===== src/rtl/memi_ctrl_pkg.sv =====
// Shared definitions for the memi controller: widths, controller state encoding
// and starvation counter width.
package memi_ctrl_pkg;

    localparam int MEMI_SIZE_LOG = 3;
    localparam int INST_LEN      = 16;
    localparam int STARVE_CNT_W  = 4;

    typedef enum logic {
        CTRL_RUN  = 1'b0,
        CTRL_LOAD = 1'b1
    } ctrl_state_e;

endpackage


===== src/rtl/memi_rr_arb.sv =====
// Two-requester priority arbiter for the memi read port: fetch wins by default,
// debug wins once it has been denied STARVE_LIMIT cycles in a row.
module memi_rr_arb
    import memi_ctrl_pkg::*;
#(
    parameter int STARVE_LIMIT = 3
) (
    input  logic clk,
    input  logic rst,
    input  logic en,
    input  logic fetch_valid,
    input  logic dbg_valid,
    output logic fetch_grant,
    output logic dbg_grant
);

    logic [STARVE_CNT_W-1:0] starve_cnt_q, starve_cnt_d;
    logic                    starved;

    // NOTE: every signal written here gets a default first, so no path leaves it unassigned (no latch).
    always_comb begin
        starved      = (starve_cnt_q == STARVE_CNT_W'(STARVE_LIMIT));
        fetch_grant  = en & fetch_valid & ~(dbg_valid & starved);
        dbg_grant    = en & dbg_valid & (~fetch_valid | starved);
        starve_cnt_d = starve_cnt_q;
        if (!dbg_valid || dbg_grant) begin
            starve_cnt_d = '0;
        end else if (en && !starved) begin
            starve_cnt_d = starve_cnt_q + 1'b1;
        end
    end

    // NOTE: state flops use non-blocking assignments; the reset is synchronous to clk.
    always_ff @(posedge clk) begin
        if (rst) begin
            starve_cnt_q <= '0;
        end else begin
            starve_cnt_q <= starve_cnt_d;
        end
    end

endmodule


===== src/rtl/memi_ctrl.sv =====
// memi controller: arbitrates the single combinational read port between fetch
// and debug, registers read data toward them, and sequences full program loads.
module memi_ctrl
    import memi_ctrl_pkg::*;
#(
    parameter int ADDR_W       = MEMI_SIZE_LOG,
    parameter int DATA_W       = INST_LEN,
    parameter int STARVE_LIMIT = 3
) (
    input  logic              clk,
    input  logic              rst,
    input  logic              load_start,
    input  logic              load_valid,
    output logic              load_ready,
    input  logic [DATA_W-1:0] load_data,
    output logic              load_done,
    input  logic              fetch_req_valid,
    output logic              fetch_req_ready,
    input  logic [ADDR_W-1:0] fetch_req_addr,
    output logic              fetch_resp_valid,
    output logic [DATA_W-1:0] fetch_resp_data,
    input  logic              dbg_req_valid,
    output logic              dbg_req_ready,
    input  logic [ADDR_W-1:0] dbg_req_addr,
    output logic              dbg_resp_valid,
    output logic [DATA_W-1:0] dbg_resp_data,
    output logic [ADDR_W-1:0] mem_raddr,
    input  logic [DATA_W-1:0] mem_rdata,
    output logic              mem_we,
    output logic [ADDR_W-1:0] mem_waddr,
    output logic [DATA_W-1:0] mem_wdata,
    output logic              loading
);

    ctrl_state_e       state_q, state_d;
    logic [ADDR_W-1:0] wptr_q, wptr_d;
    logic              load_done_q, load_done_d;
    logic              fetch_resp_valid_q, fetch_resp_valid_d;
    logic [DATA_W-1:0] fetch_resp_data_q, fetch_resp_data_d;
    logic              dbg_resp_valid_q, dbg_resp_valid_d;
    logic [DATA_W-1:0] dbg_resp_data_q, dbg_resp_data_d;
    logic              arb_en, fetch_grant, dbg_grant;

    assign arb_en = (state_q == CTRL_RUN);

    memi_rr_arb #(
        .STARVE_LIMIT(STARVE_LIMIT)
    ) u_arb (
        .clk        (clk),
        .rst        (rst),
        .en         (arb_en),
        .fetch_valid(fetch_req_valid),
        .dbg_valid  (dbg_req_valid),
        .fetch_grant(fetch_grant),
        .dbg_grant  (dbg_grant)
    );

    always_comb begin
        state_d     = state_q;
        wptr_d      = wptr_q;
        load_done_d = 1'b0;
        load_ready  = 1'b0;
        mem_we      = 1'b0;
        unique case (state_q)
            CTRL_RUN: begin
                if (load_start) state_d = CTRL_LOAD;
            end
            CTRL_LOAD: begin
                load_ready = 1'b1;
                if (load_valid) begin
                    mem_we = 1'b1;
                    wptr_d = wptr_q + 1'b1;
                    // Last entry written: the pointer wraps to 0 on its own.
                    if (wptr_q == '1) begin
                        state_d     = CTRL_RUN;
                        load_done_d = 1'b1;
                    end
                end
            end
            default: state_d = CTRL_RUN;
        endcase
    end

    // Read data is captured only for the grantee and held until its next response.
    always_comb begin
        fetch_resp_valid_d = fetch_grant;
        fetch_resp_data_d  = fetch_grant ? mem_rdata : fetch_resp_data_q;
        dbg_resp_valid_d   = dbg_grant;
        dbg_resp_data_d    = dbg_grant ? mem_rdata : dbg_resp_data_q;
    end

    always_ff @(posedge clk) begin
        if (rst) begin
            state_q            <= CTRL_RUN;
            wptr_q             <= '0;
            load_done_q        <= 1'b0;
            fetch_resp_valid_q <= 1'b0;
            fetch_resp_data_q  <= '0;
            dbg_resp_valid_q   <= 1'b0;
            dbg_resp_data_q    <= '0;
        end else begin
            state_q            <= state_d;
            wptr_q             <= wptr_d;
            load_done_q        <= load_done_d;
            fetch_resp_valid_q <= fetch_resp_valid_d;
            fetch_resp_data_q  <= fetch_resp_data_d;
            dbg_resp_valid_q   <= dbg_resp_valid_d;
            dbg_resp_data_q    <= dbg_resp_data_d;
        end
    end

    assign fetch_req_ready  = fetch_grant;
    assign dbg_req_ready    = dbg_grant;
    assign mem_raddr        = dbg_grant ? dbg_req_addr : fetch_req_addr;
    assign mem_waddr        = wptr_q;
    assign mem_wdata        = load_data;
    assign loading          = (state_q == CTRL_LOAD);
    assign load_done        = load_done_q;
    assign fetch_resp_valid = fetch_resp_valid_q;
    assign fetch_resp_data  = fetch_resp_data_q;
    assign dbg_resp_valid   = dbg_resp_valid_q;
    assign dbg_resp_data    = dbg_resp_data_q;

endmodule

===== config.mk =====
export PLATFORM = sky130hd
export DESIGN_NAME = memi_ctrl
export DESIGN_NICKNAME = d
export VERILOG_FILES = /design/src/rtl/memi_ctrl_pkg.sv /design/src/rtl/memi_rr_arb.sv /design/src/rtl/memi_ctrl.sv
export SDC_FILE = /design/constraint.sdc
export NUM_CORES = 1
export LEC_CHECK = 0
export ABC_AREA = 1
export CAP_MARGIN = 25
export CORE_MARGIN = 2
export CORE_UTILIZATION = 30
export CTS_CLUSTER_DIAMETER = 40
export CTS_CLUSTER_SIZE = 10
export DETAILED_ROUTE_END_ITERATION = 10
export GPL_TIMING_DRIVEN = 1
export HOLD_SLACK_MARGIN = 0.15
export PLACE_DENSITY_LB_ADDON = 0.12
export SYNTH_ARGS = -nofsm -noshare
export SYNTH_HDL_FRONTEND = slang
export SYNTH_HIERARCHICAL = 1
export SYNTH_SLANG_ARGS = --single-unit

===== constraint.sdc =====
create_clock -name clk -period 2.2 [get_ports clk]
set_input_delay 0.55 -clock clk [delete_from_list [all_inputs] [get_ports clk]]
set_output_delay 0.55 -clock clk [all_outputs]
set_load 0.03 [all_outputs]

### Word level (Yosys, flattened, before mapping)

Cells that the tools add are included.
Widths: inputs -> output; s select.

| word-level totals | value |
|---|---|
| bits of input ports | 44 |
| flip-flop bits (word level) | 43 |

| cells by class | value |
|---|---|
| multiplexer cells | 9 |
| equality and inequality tests | 2 |
| bitwise logic cells | 10 |
| add/sub/neg operators | 2 |
| reductions and logical operators | 7 |

Operator list:

| operator | count |
|---|---|
| $mux 1 | 7 |
| $and 1x1->1 | 5 |
| $add 4x1->4 const B | 1 |
| $eq 4x2->1 const B | 1 |
| $not 1->1 | 4 |
| $add 3x1->3 const B | 1 |
| $eq 3x3->1 const B | 1 |
| $mux 3 | 1 |
| $reduce_or 3->1 | 1 |
| $logic_not 1->1 | 2 |
| $pmux 1 s2 | 1 |
| $reduce_and 2->1 | 1 |
| $reduce_or 2->1 | 1 |
| $logic_and 1x1->1 | 1 |
| $logic_or 1x1->1 | 1 |
| $or 1x1->1 | 1 |

### Logic depth before layout (Yosys ltp)

Gate-level depths: netlist of run 1.

| depth | value |
|---|---|
| word-level depth | 5 |
| gate-level depth with buffers | 10 |

### Modules after synthesis

The synthesis of run 1 kept the hierarchy.

By module, submodules not included:

| module | area each (um^2) | instances | cells each |
|---|---|---|---|
| memi_ctrl | 1531.5 | 1 | 199 |
| memi_rr_arb | 249.0 | 1 | 38 |

### Worst setup path after synthesis of run 1

No wires, ideal clock.

| timing | value |
|---|---|
| kind | reg-to-output |
| from | register state_q, in the netlist loading |
| to | output mem_raddr[0] |
| data arrival time | 1686 ps |
| path slack | -36 ps |
| path buffers | 2 |
| required time | 1650 ps |
| stages on the path, launching flop included | 11 |
| path through | dfxtp_1 -> inv_1 -> nand2_1 -> inv_1 -> nand2_2 -> inv_1 -> buf_2 -> inv_2 -> buf_4 -> nand2_1 -> nand2_1 |

| on the way | value |
|---|---|
| word-level cells in the longest chain between the ends | 4 |

Ends and longest elaborated chain:

| item | line | RTL |
|---|---|---|
| start: declaration | memi_ctrl.sv:35 | `ctrl_state_e state_q, state_d;` |
| start signal: assignment | memi_ctrl.sv:102 | `state_q <= state_d;` |
| $not 1->1 | n/a |  |
| net arb_en | memi_ctrl.sv:42 | `logic arb_en, fetch_grant, dbg_grant;` |
| $and 1x1->1 (2 in a row) | memi_rr_arb.sv:24 | `dbg_grant = en & dbg_valid & (~fetch_valid \| starved);` |
| net dbg_req_ready | memi_ctrl.sv:23 | `output logic dbg_req_ready,` |
| $mux 3 | memi_ctrl.sv:114 | `assign mem_raddr = dbg_grant ? dbg_req_addr : fetch_req_addr;` |
| end: declaration | memi_ctrl.sv:27 | `output logic [ADDR_W-1:0] mem_raddr,` |

The timed path passes the listed nets, and every way through them passes these cells.

### Worst setup path after layout of run 1

| timing | value |
|---|---|
| from | register u_arb.starve_cnt_q[1] |
| to | output mem_raddr[2] |

| on the way | value |
|---|---|
| word-level cells in the longest chain between the ends | 4 |

Ends and longest elaborated chain:

| item | line | RTL |
|---|---|---|
| start: declaration | memi_rr_arb.sv:17 | `logic [STARVE_CNT_W-1:0] starve_cnt_q, starve_cnt_d;` |
| start signal: assignment | memi_rr_arb.sv:38 | `starve_cnt_q <= starve_cnt_d;` |
| $eq 4x2->1 | memi_rr_arb.sv:22 | `starved = (starve_cnt_q == STARVE_CNT_W'(STARVE_LIMIT));` |
| $or 1x1->1 | memi_rr_arb.sv:24 |  |
| $and 1x1->1 | memi_rr_arb.sv:24 |  |
| $mux 3 | memi_ctrl.sv:114 |  |

No other way between the ends.

==> key figures, run 1 <==
Run
  – Max-Cap Viols: 0

Worst setup path
  – Crit. End Element: primary output
  – Top delay family on crit path: flip-flops
  – Crit path from: u_arb/starve_cnt_q[1]
  – Buf/Inv on CP: 3
  – Kind of critical path: reg2out
  – Worst path most repeated cell: nand2_1
  – CP required: about 1.7 ns
  – R2R Path End: fetch_resp_data[1]
  – Critical path launch point type: flip-flop
  – R2R Path Start: u_arb/starve_cnt_q[1]
  – Crit path capture: mem_raddr[2]
  – Cells on worst reg2reg path: 8
  – Stages on the worst setup path: 9
  – CP max FO: 6
  – Worst path cell trace: ha_2 -> nand2_2 -> nand2_1 -> nand2_2 -> inv_4 -> inv_4 -> nand2_1 -> nand2_1 -> buf_4
  – Worst path slowest cell: dfxtp_1
  – Crit path largest cell delay: 0.38 ns
  – Reg2Reg Setup Slack: approximately 0.48 ns
  – Crit path DAT: ~1.5 ns

Timing
  – RSZ-0062 raised after global routing: false
  – Final Critical Period: around 2.1 ns
  – Setup TNS: 0 ns
  – Max Clk Rate: 0.480 GHz
  – Endpoints failing hold: 0
  – Setup Viol. Count Final: 0
  – Final WS setup: about 0.11 ns
  – Clk_skew: around 0.006 ns
  – Slew headroom: between 70 and 80%
  – Period utilization: 94.8%
  – Worst Max-Slew Pin Slew: 0.342 ns
  – Slew Viols, Final: 0

Route
  – Wire per inst: 12.0 um
  – Vias/cell: around 4.3
  – Initial DRC count: 61
  – Vias: roughly 1,600
  – Drt total wl: roughly 4500 um
  – Final ANT Viol Nets: 0
  – Drt pass-1 iters: 4
  – Remaining DRCs: 0

Placed design
  – HPWL Detailed: about 3300 um
  – IO Port Bufs: 73
  – DP Worst Slack: -0.0941 ns
  – RD Place Congestion: approximately 0.75
  – Area after DPL: 0.00247 mm^2

Logic synthesis
  – Number of synthesized flops with an enable pin: 0
  – Synth Area in XOR/XNOR: 0.492%
  – Compound-cell area share of the yosys netlist: a little under an eighth
  – Synth Flop Type: dfxtp_1
  – Avg Cell Area, Syn: about 7.5 um^2
  – Post-Synthesis Cells: 237
  – Synth Area in Adders: between 2 and 2.5%
  – Post-synth cell types: 20
  – Main combinational cell family by area after synthesis: simple AND/OR/NAND/NOR gates
  – Flops & latches, synth: 43
  – Mux contribution to synthesized area: 0%
  – Ys Warns: 6
  – Simple-gate share of the synthesized area: 24.2%
  – Post-synthesis async set-or-reset flop share: 0%
  – Syn nets: approximately 280
  – Synthesized area: around 0.0018 mm^2
  – Sequential fraction of the synthesis area: between 40% and 50%

Floorplan
  – Die ar.: between 0.006 and 0.007 mm^2
  – Core area: roughly 0.0058 mm^2
  – DIE WIDTH: between 80 and 90 um
  – Die extent in y: around 80 um
  – FP Rows: 28
  – IO Pins: roughly 110
  – Initial Util: between 30% and 40%

CTS
  – Clock Tree Root: clkbuf_8
  – CTS tree: done
  – H-tree depth: 2
  – Total clock sinks: 43
  – Clk slew on worst S/H paths: around 0.08 ns
  – Post-CTS Hold Buffers: 0
  – Post-CTS Setup Bufs: 0
  – CTS max path bufs: 2
  – CTS buffer count: 5
  – Worst-Skew Late Latency: 0.29 ns

Run status
  – Outcome: finished clean

Final layout
  – Number of antenna diodes: 0
  – NumNets Final: 347
  – Fin util: between 40% and 50%
  – Area Growth Syn to Fin: 45.7%
  – Share of cells above drive strength 1: a little over a tenth
  – Fin area: 0.00259 mm^2

Power and ir drop
  – Leak pwr: 1.15 nW
  – Power Dens Cells: 699 mW/mm^2
  – Maximum vdd drop: 0.263 mV

GRT
  – Total global-route track usage: 14.6%
  – Vias in the first global route: around 1,600
  – First-pass GRT wire length: just over 7000 um
  – Largest net degree at the start of global routing: 22
  – Initial antenna violation count: 0
  – Overflow after GRT: 0

Hold path
  – Worst hold path class: reg2reg
  – Hold path depth: 2
==> worst min-delay path by stage <==
| stage | start | to | slack (ns) |
|---|---|---|---|
| 3_5_place_dp | fetch_resp_data[15] | fetch_resp_data[15] | 0.48 |
| 6_report | fetch_resp_data[3] | fetch_resp_data[3] | 0.50 |
| 5_1_grt | u_arb/starve_cnt_q[0] | u_arb/starve_cnt_q[0] | 0.54 |
| 3_3_place_gp | dbg_resp_data[7] | dbg_resp_data[7] | 0.48 |
| 2_1_floorplan | u_arb/starve_cnt_q[1] | u_arb/starve_cnt_q[1] | 0.47 |
| 4_1_cts | dbg_resp_data[13] | dbg_resp_data[13] | 0.51 |
==> cell families (layout without fill, tap and decap cells) <==
kind of cell / Yosys count / after routing
AND/OR/NAND/NOR: 110 / 110
flip-flops: 43 / 43
buffers and inverters: 40 / 104
adder cells (fa/ha/maj): 3 / 3
AO/OA/AOI/OAI: 40 / 40
XOR/XNOR: 1 / 1
==> synthesized netlist by cell type, types with 3 or more instances <==
library cell	number	area share (%)
nor2_1	74	16
dfxtp_1	43	48
o21ai_0	33	9.3
nand2_1	27	5.7
buf_4	20	8.4
inv_1	11	2.3
a21oi_1	5	1.4
buf_2	4	1.1
ha_1	3	2.1
inv_2	3	0.63
nand2_2	3	1.1
nand3_1	3	0.84
==> state kept, by name, indices dropped and copies added (netlist names) <==
signal              cells
dbg_resp_data          16
fetch_resp_data        16
u_arb/starve_cnt_q      4
mem_waddr               3
dbg_resp_valid          1
fetch_resp_valid        1
load_done               1
loading                 1
==> metrics by stage <==
stage | hold WS, ns | total power [mW] | cells
finish | 0.502 | 1.81 | 376
global route | 0.537 | 1.91 | 376
CTS | 0.508 | 1.84 | 376
detailed placement | 0.485 | 1.28 | 368
global placement | 0.477 | 1.28 | 368
floorplan | 0.468 | 1.14 | 237
==> per-layer routing <==
| layer | part of all wire [%] | GRT usage (%) |
|---|---|---|
| met2 | 48 | 24.1 |
| met1 | 44 | 17.5 |
| met3 | 6.1 | 4.89 |
| met5 | 0 | 0 |
| met4 | 1.5 | 5.42 |
==> cell usage in the layout (no fill, tap or decap), types with 2 or more instances in the layout <==
| cell type | Yosys | final |
|---|---|---|
| a21oi_1 | 5 | 5 |
| buf_4 | 20 | 13 |
| buf_6 | 1 | 2 |
| clkbuf_8 | 0 | 7 |
| clkdlybuf4s50_1 | 0 | 65 |
| dfxtp_1 | 43 | 41 |
| dfxtp_2 | 0 | 2 |
| dlymetal6s2s_1 | 0 | 2 |
| ha_1 | 3 | 2 |
| inv_1 | 11 | 10 |
| inv_2 | 3 | 2 |
| inv_4 | 0 | 2 |
| nand2_1 | 27 | 27 |
| nand2_2 | 3 | 3 |
| nand3_1 | 3 | 3 |
| nor2_1 | 74 | 74 |
| o21ai_0 | 33 | 33 |
==> worst reg2reg max path, delay by kind of cell, from the launching register on <==
kind | cells | cell delay, ns
buffers and inverters | 3 | 0.59
DFF | 1 | 0.38
and+or+nand+nor | 3 | 0.27
adders and majority gates | 1 | 0.23
AOI/OAI and AO/OA | 1 | 0.18
==> layout make-up <==
type | instances | area (um^2)
repair buffers | 82 | 796
inverters | 14 | 57.6
flip-flops and latches | 43 | 863
multi-input cells | 154 | 684
well taps | 75 | 93.8
fillers | 621 | 3220
clock buffers | 8 | 100
==> timing repair <==
item / in CTS / in global routing
resized for setup: 2 / 7
endpoints found under the setup margin: 4 / 4
pin swaps: 0 / 1
==> power breakdown <==
group          internal, mW  total, mW  switching, mW
sequential            0.828      0.855         0.0264
clock                 0.287      0.549          0.262
combinational         0.178      0.409          0.232
total                  1.29       1.81          0.520
(Power assumes the default switching activity.)
==> inputs of run 2 (changes only) <==
CORE_ASPECT_RATIO = 0.5   (was not set)
RECOVER_POWER = 100   (was not set)
REMOVE_ABC_BUFFERS = 1   (was not set)
==> run 2 against run 1 <==
Net effect: the run now ends with DRC left; via count up 4.6%; combinational power down 4.9%; clock skew down 0.0033 ns; clock-buffer cell count is 2 lower; total power grew 8.7%; sequential share of layout area shrank 0.44 points; cell area up 1.2%; critical path type unchanged; critical endpoint is now dbg_req_ready; largest cell class unchanged; largest power group unchanged.
==> key figures, run 2 (same netlist as run 1, synthesis figures left out) <==
CTS
  – CTS max path bufs: 2 (unchanged)
  – H-tree depth: 2 (unchanged)
  – CTS tree: done
  – CTS buffer count: 5 (unchanged)
  – Clock Tree Root: clkbuf_16
  – Post-CTS Hold Buffers: 0 (unchanged)
  – Total clock sinks: 43 (unchanged)
  – Worst-Skew Late Latency: 0.28 ns (about the same)
  – Clk slew on worst S/H paths: 0.06 ns (-0.02 ns)

Power and ir drop
  – Power Dens Cells: 751 mW/mm^2 (+7.5%)
  – Maximum vdd drop: 0.311 mV (+18%)
  – Leak pwr: 1.27 nW (+10%)

Route
  – Drt pass-1 iters: 7 (+3)
  – Wire per inst: 13.4 um (+11%)
  – Drt total wl: 5010 um (+11%)
  – Initial DRC count: 71 (+16%)
  – Vias/cell: 4.55 (+4.9%)
  – Final ANT Viol Nets: 0 (unchanged)
  – Remaining DRCs: 2 (+2)
  – Vias: 1,705 (+4.6%)

Floorplan
  – IO Pins: 106 (unchanged)
  – FP Rows: 19 (-32%)
  – DIE WIDTH: 113 um (+39%)
  – Die extent in y: 58.5 um (-28%)
  – Initial Util: 31.7% (+1.1 points)
  – Core area: 0.00561 mm^2 (-3.5%)
  – Die ar.: 0.00660 mm^2 (+0.57%)

Worst setup path
  – Crit path from: u_arb/starve_cnt_q[1]
  – Worst path most repeated cell: nand2_2
  – Reg2Reg Setup Slack: 0.29 ns (-0.19 ns)
  – CP max FO: 7 (+1)
  – Crit path largest cell delay: 0.38 ns (about the same)
  – CP required: 1.65 ns (about the same)
  – Crit. End Element: primary output
  – Worst path cell trace: ha_2 -> nand2_2 -> nand2_2 -> nand2_2 -> inv_4 -> buf_4 -> clkbuf_2
  – Critical path launch point type: flip-flop
  – R2R Path Start: u_arb/starve_cnt_q[0]
  – Top delay family on crit path: buffers and inverters
  – R2R Path End: dbg_resp_data[7]
  – Crit path capture: dbg_req_ready
  – Buf/Inv on CP: 3 (unchanged)
  – Kind of critical path: reg2out
  – Cells on worst reg2reg path: 9 (+1)
  – Stages on the worst setup path: 7 (-2)
  – Crit path DAT: 1.53 ns (about the same)
  – Worst path slowest cell: dfxtp_1

Timing
  – Slew headroom: 38.0% (-39 points)
  – Period utilization: 94.6% (-0.19 points)
  – RSZ-0062 raised after global routing: false
  – Setup Viol. Count Final: 0 (unchanged)
  – Max Clk Rate: 0.481 GHz (+0.20%)
  – Endpoints failing hold: 0 (unchanged)
  – Final Critical Period: 2.08 ns (-0.00412 ns)
  – Clk_skew: 0.00282 ns (-0.00328 ns)
  – Slew Viols, Final: 0 (unchanged)
  – Worst Max-Slew Pin Slew: 0.931 ns (+0.588 ns)

GRT
  – Overflow after GRT: 0 (unchanged)
  – Vias in the first global route: 1,669 (+5.6%)
  – Total global-route track usage: 15.4% (+0.85 points)
  – Initial antenna violation count: 0 (unchanged)
  – First-pass GRT wire length: 7980 um (+11%)
  – Largest net degree at the start of global routing: 22 (unchanged)

Final layout
  – Area Growth Syn to Fin: 47.5%
  – Filler instances: 572 (-7.9%)
  – Number of antenna diodes: 0 (unchanged)
  – Share of cells above drive strength 1: 10.6% (-0.37 points)
  – Most frequent cells in the layout: nor2_1 (74), dfxtp_1 (42), dlygate4sd3_1 (42)
  – Final non-filler cell total: 375 (-0.27%)
  – Most common cell after layout, fill and taps aside: nor2_1
  – Fin area: 0.00263 mm^2 (+1.2%)
  – Fin util: 46.8% (+2.2 points)
  – NumNets Final: 349 (+0.58%)

Placed design
  – Placed insts: 366 (-0.54%)
  – IO Port Bufs: 73 (unchanged)
  – Area after DPL: 0.00247 mm^2 (-0.15%)
  – RD Place Congestion: 0.731 (-2.5%)
  – HPWL Detailed: 3540 um (+8.7%)

Run status
  – Outcome: finished, violations left
  – Failing checks: DRC

Run
  – Max-Cap Viols: 0 (unchanged)

Hold path
  – Worst hold path class: reg2reg
  – Hold_sp: fetch_resp_data[8]
==> run 2: cell type report <==
type	count	area (um^2)	share of cell area, %
Clock buffer	6	139	5.29
Clock inverter	1	5.00	0.191
Inverter	14	55.1	2.10
Multi-Input combinational cell	154	684	26.1
Sequential cell	43	862	32.8
Tap cell	73	91.3	3.48
Timing Repair Buffer	84	790	30.1
==> run 2: how the worst min path moves through the flow <==
stage,to,slack [ns],cells past startpoint
2_1_floorplan,u_arb/starve_cnt_q[1],0.47,2
3_3_place_gp,fetch_resp_data[13],0.48,2
3_5_place_dp,fetch_resp_data[13],0.49,2
4_1_cts,fetch_resp_data[13],0.50,2
5_1_grt,fetch_resp_data[9],0.53,2
6_report,fetch_resp_data[8],0.49,2
==> run 2: per-stage QoR <==
step                      hold WS [ns]  setup slack (ns)  setup TNS (ns)  total power [mW]
after floorplan                  0.468            -0.324          -0.971              1.07
after detailed placement         0.487            -0.161          -0.602              1.28
after global placement           0.478            -0.115          -0.435              1.28
final                            0.494             0.119               0              1.97
after CTS                        0.503            0.0224               0              2.02
after global routing             0.526            0.0150               0              2.06
==> run 2: report_power, final <==
group          switching, mW  total [mW]  internal, mW
combinational          0.232       0.389         0.157
clock                  0.285       0.728         0.443
sequential            0.0254       0.855         0.829
total                  0.542        1.97          1.43
==> run 2: timing repair <==
item,4_1_cts,5_1_grt
buffers inserted,1,1
pin swaps,0,1
resized for setup,3,5
setup endpoints to repair,5,4
==> run 2: per-layer routing <==
layer	GRT usage (%)	routed length [um]	vias to the layer above
met1	18.6	2270	791
met5	0	0	-
li1	-	-	855
met4	4.18	36	0
met3	6.18	357	4
met2	26.2	2350	55
==> run 2: worst reg2reg max path, stage by stage (launching register included) <==
cell	delay (ns)
dfxtp_2	0.34
ha_2	0.21
nand2_2	0.10
nand2_2	0.06
nand2_2	0.09
inv_4	0.06
inv_2	0.07
clkbuf_1	0.70
nor2_1	0.09
nor2_1	0.12
==> inputs of run 3 (changes only) <==
HOLD_SLACK_MARGIN = 0.03   (was 0.15)
PLACE_DENSITY = 0.67   (was not set)
PLACE_DENSITY_LB_ADDON = not set   (was 0.12)
==> run 3 against run 2 <==
Net effect: the flow still finishes with violations (DRC); sequential power barely moved; critical path type is now in2out; clock power fell by 4.4%; worst setup slack got worse by 0.044 ns; maximum frequency fell by 2.1%; hold slack got worse by 0.0056 ns; via count fell by 0.65%; combinational power barely moved.
==> key figures, run 3 (same netlist as run 1, synthesis figures left out) <==
Timing
  – Max Clk Rate: 0.471 GHz (-2.1%)
  – Period utilization: 96.6% (+2.0 points)
  – Slew headroom: 42.3% (+4.3 points)
  – Final WS setup: 0.0748 ns (-0.0443 ns)
  – Slew Viols, Final: 0 (unchanged)
  – Endpoints failing hold: 0 (unchanged)
  – Setup Viol. Count Final: 0 (unchanged)
  – Worst hold margin: 0.488 ns (-0.00563 ns)
  – Clk_skew: 0.00239 ns (-0.000433 ns)
  – Final Critical Period: 2.13 ns (+0.0443 ns)
  – Worst Max-Slew Pin Slew: 0.865 ns (-0.0657 ns)

CTS
  – CTS tree: done
  – Clk slew on worst S/H paths: 0.06 ns (about the same)
  – Total clock sinks: 43 (unchanged)
  – Clock Tree Root: clkbuf_16
  – H-tree depth: 2 (unchanged)
  – CTS buffer count: 5 (unchanged)
  – Worst-Skew Late Latency: 0.27 ns (about the same)
  – CTS max path bufs: 2 (unchanged)
  – Post-CTS Setup Bufs: 0 (-1)

Placed design
  – HPWL Detailed: 3540 um (about the same)
  – DP Worst Slack: -0.0788 ns (+0.0821 ns)
  – RD Place Congestion: 0.755 (+3.3%)
  – Placed insts: 364 (-0.55%)
  – IO Port Bufs: 73 (unchanged)

Worst setup path
  – Cells on worst reg2reg path: 9 (unchanged)
  – CP max FO: 8 (+1)
  – Reg2Reg Setup Slack: 0.32 ns (+0.03 ns)
  – Kind of critical path: in2out
  – Crit path from: fetch_req_valid
  – R2R Path End: dbg_resp_data[3]
  – Crit path DAT: 1.58 ns (+0.05 ns)
  – Crit. End Element: primary output
  – R2R Path Start: u_arb/starve_cnt_q[1]
  – Critical path launch point type: input pin
  – CP required: 1.65 ns (about the same)

Final layout
  – Area Growth Syn to Fin: 46.2%
  – NumNets Final: 345 (-1.1%)
  – Fin util: 46.4% (-0.40 points)
  – Final non-filler cell total: 372 (-0.80%)
  – Number of antenna diodes: 0 (unchanged)
  – Most common cell after layout, fill and taps aside: nor2_1
  – Share of cells above drive strength 1: 8.36% (-2.2 points)
  – Most frequent cells in the layout: nor2_1 (74), dfxtp_1 (42), dlygate4sd3_1 (41)

GRT
  – First-pass GRT wire length: 7630 um (-4.4%)
  – Total global-route track usage: 14.4% (-0.98 points)
  – Vias in the first global route: 1,632 (-2.2%)
  – Overflow after GRT: 0 (unchanged)
  – Largest net degree at the start of global routing: 37 (+68%)
  – Initial antenna violation count: 0 (unchanged)

Route
  – Wire per inst: 13.2 um (-1.4%)
  – Remaining DRCs: 1 (-1)
  – Drt total wl: 4900 um (-2.2%)
  – Final ANT Viol Nets: 0 (unchanged)
  – Initial DRC count: 98 (+38%)
  – Vias/cell: 4.55 (+0.16%)
  – Vias: 1,694 (-0.65%)
  – Drt pass-1 iters: 7 (unchanged)

Power and ir drop
  – Maximum vdd drop: 0.341 mV (+9.8%)
  – Leak pwr: 1.24 nW (-1.9%)
  – Final Power: 1.94 mW (-1.7%)
  – Power Dens Cells: 744 mW/mm^2 (-0.84%)

Run status
  – Failing checks: DRC
  – Outcome: finished, violations left

Floorplan
  – Core area: 0.00561 mm^2 (unchanged)
  – FP Rows: 19 (unchanged)
  – Initial Util: 31.7% (unchanged)
  – DIE WIDTH: 113 um (unchanged)
  – Die extent in y: 58.5 um (unchanged)
  – IO Pins: 106 (unchanged)
  – Die ar.: 0.00660 mm^2 (unchanged)

Run
  – Max-Cap Viols: 0 (unchanged)

Hold path
  – Worst Hold Endpoint: dbg_resp_data[5]
  – Hold path depth: 2 (unchanged)
  – Worst hold path class: reg2reg
  – Hold_sp: dbg_resp_data[5]
-- run 3: power breakdown --
group	internal [mW]	switching (mW)	total, mW
Sequential	0.829	0.0270	0.856
Combinational	0.155	0.231	0.386
Clock	0.419	0.277	0.696
-- run 3: repair_timing --
action,in CTS,in global routing
pin swaps,0,1
endpoints found under the setup margin,4,4
cloned,0,0
hold buffers,0,0
gates resized for setup,2,5
-- run 3: area by class of cell --
class / instances / area (um^2)
clock inverters: 1 / 5.00
well taps: 73 / 91.3
clock buffers: 7 / 133
repair buffers: 80 / 766
multi-input cells: 154 / 692
flip-flops and latches: 43 / 862
inverters: 14 / 55.1
fillers: 529 / 3010
-- run 3: worst max-delay path by stage --
stage,endpoint,slack [ns],cells past startpoint
4_1_cts,mem_raddr[1],0.03,9
3_5_place_dp,mem_raddr[1],-0.08,9
3_3_place_gp,mem_raddr[0],-0.05,9
2_1_floorplan,mem_raddr[0],-0.32,8
6_report,mem_raddr[1],0.07,8
5_1_grt,mem_raddr[1],-0.01,8
-- run 3: critical path, stage by stage --
cell	delay, ns
clkdlybuf4s50_1	0.47
nand2_1	0.07
nand2_2	0.10
inv_4	0.06
inv_2	0.07
nand2_1	0.06
nand2_1	0.05
buf_4	0.15
-- run 3: per-stage QoR --
stage	setup TNS [ns]	cell area, um^2
after detailed placement	-0.244	2450
after global routing	-0.0110	2600
after floorplan	-0.971	1600
after global placement	-0.178	2450
final	0	2600
after CTS	0	2590
-- run 3: metal layers --
metal  GRT usage, %  vias to the layer above  share of wire (%)
li1               -                      851                  -
met1           16.1                      800                 41
met2           26.0                       41                 52
met3           5.97                        2                6.5
met4           4.36                        0               0.55
met5              0                        -                  0
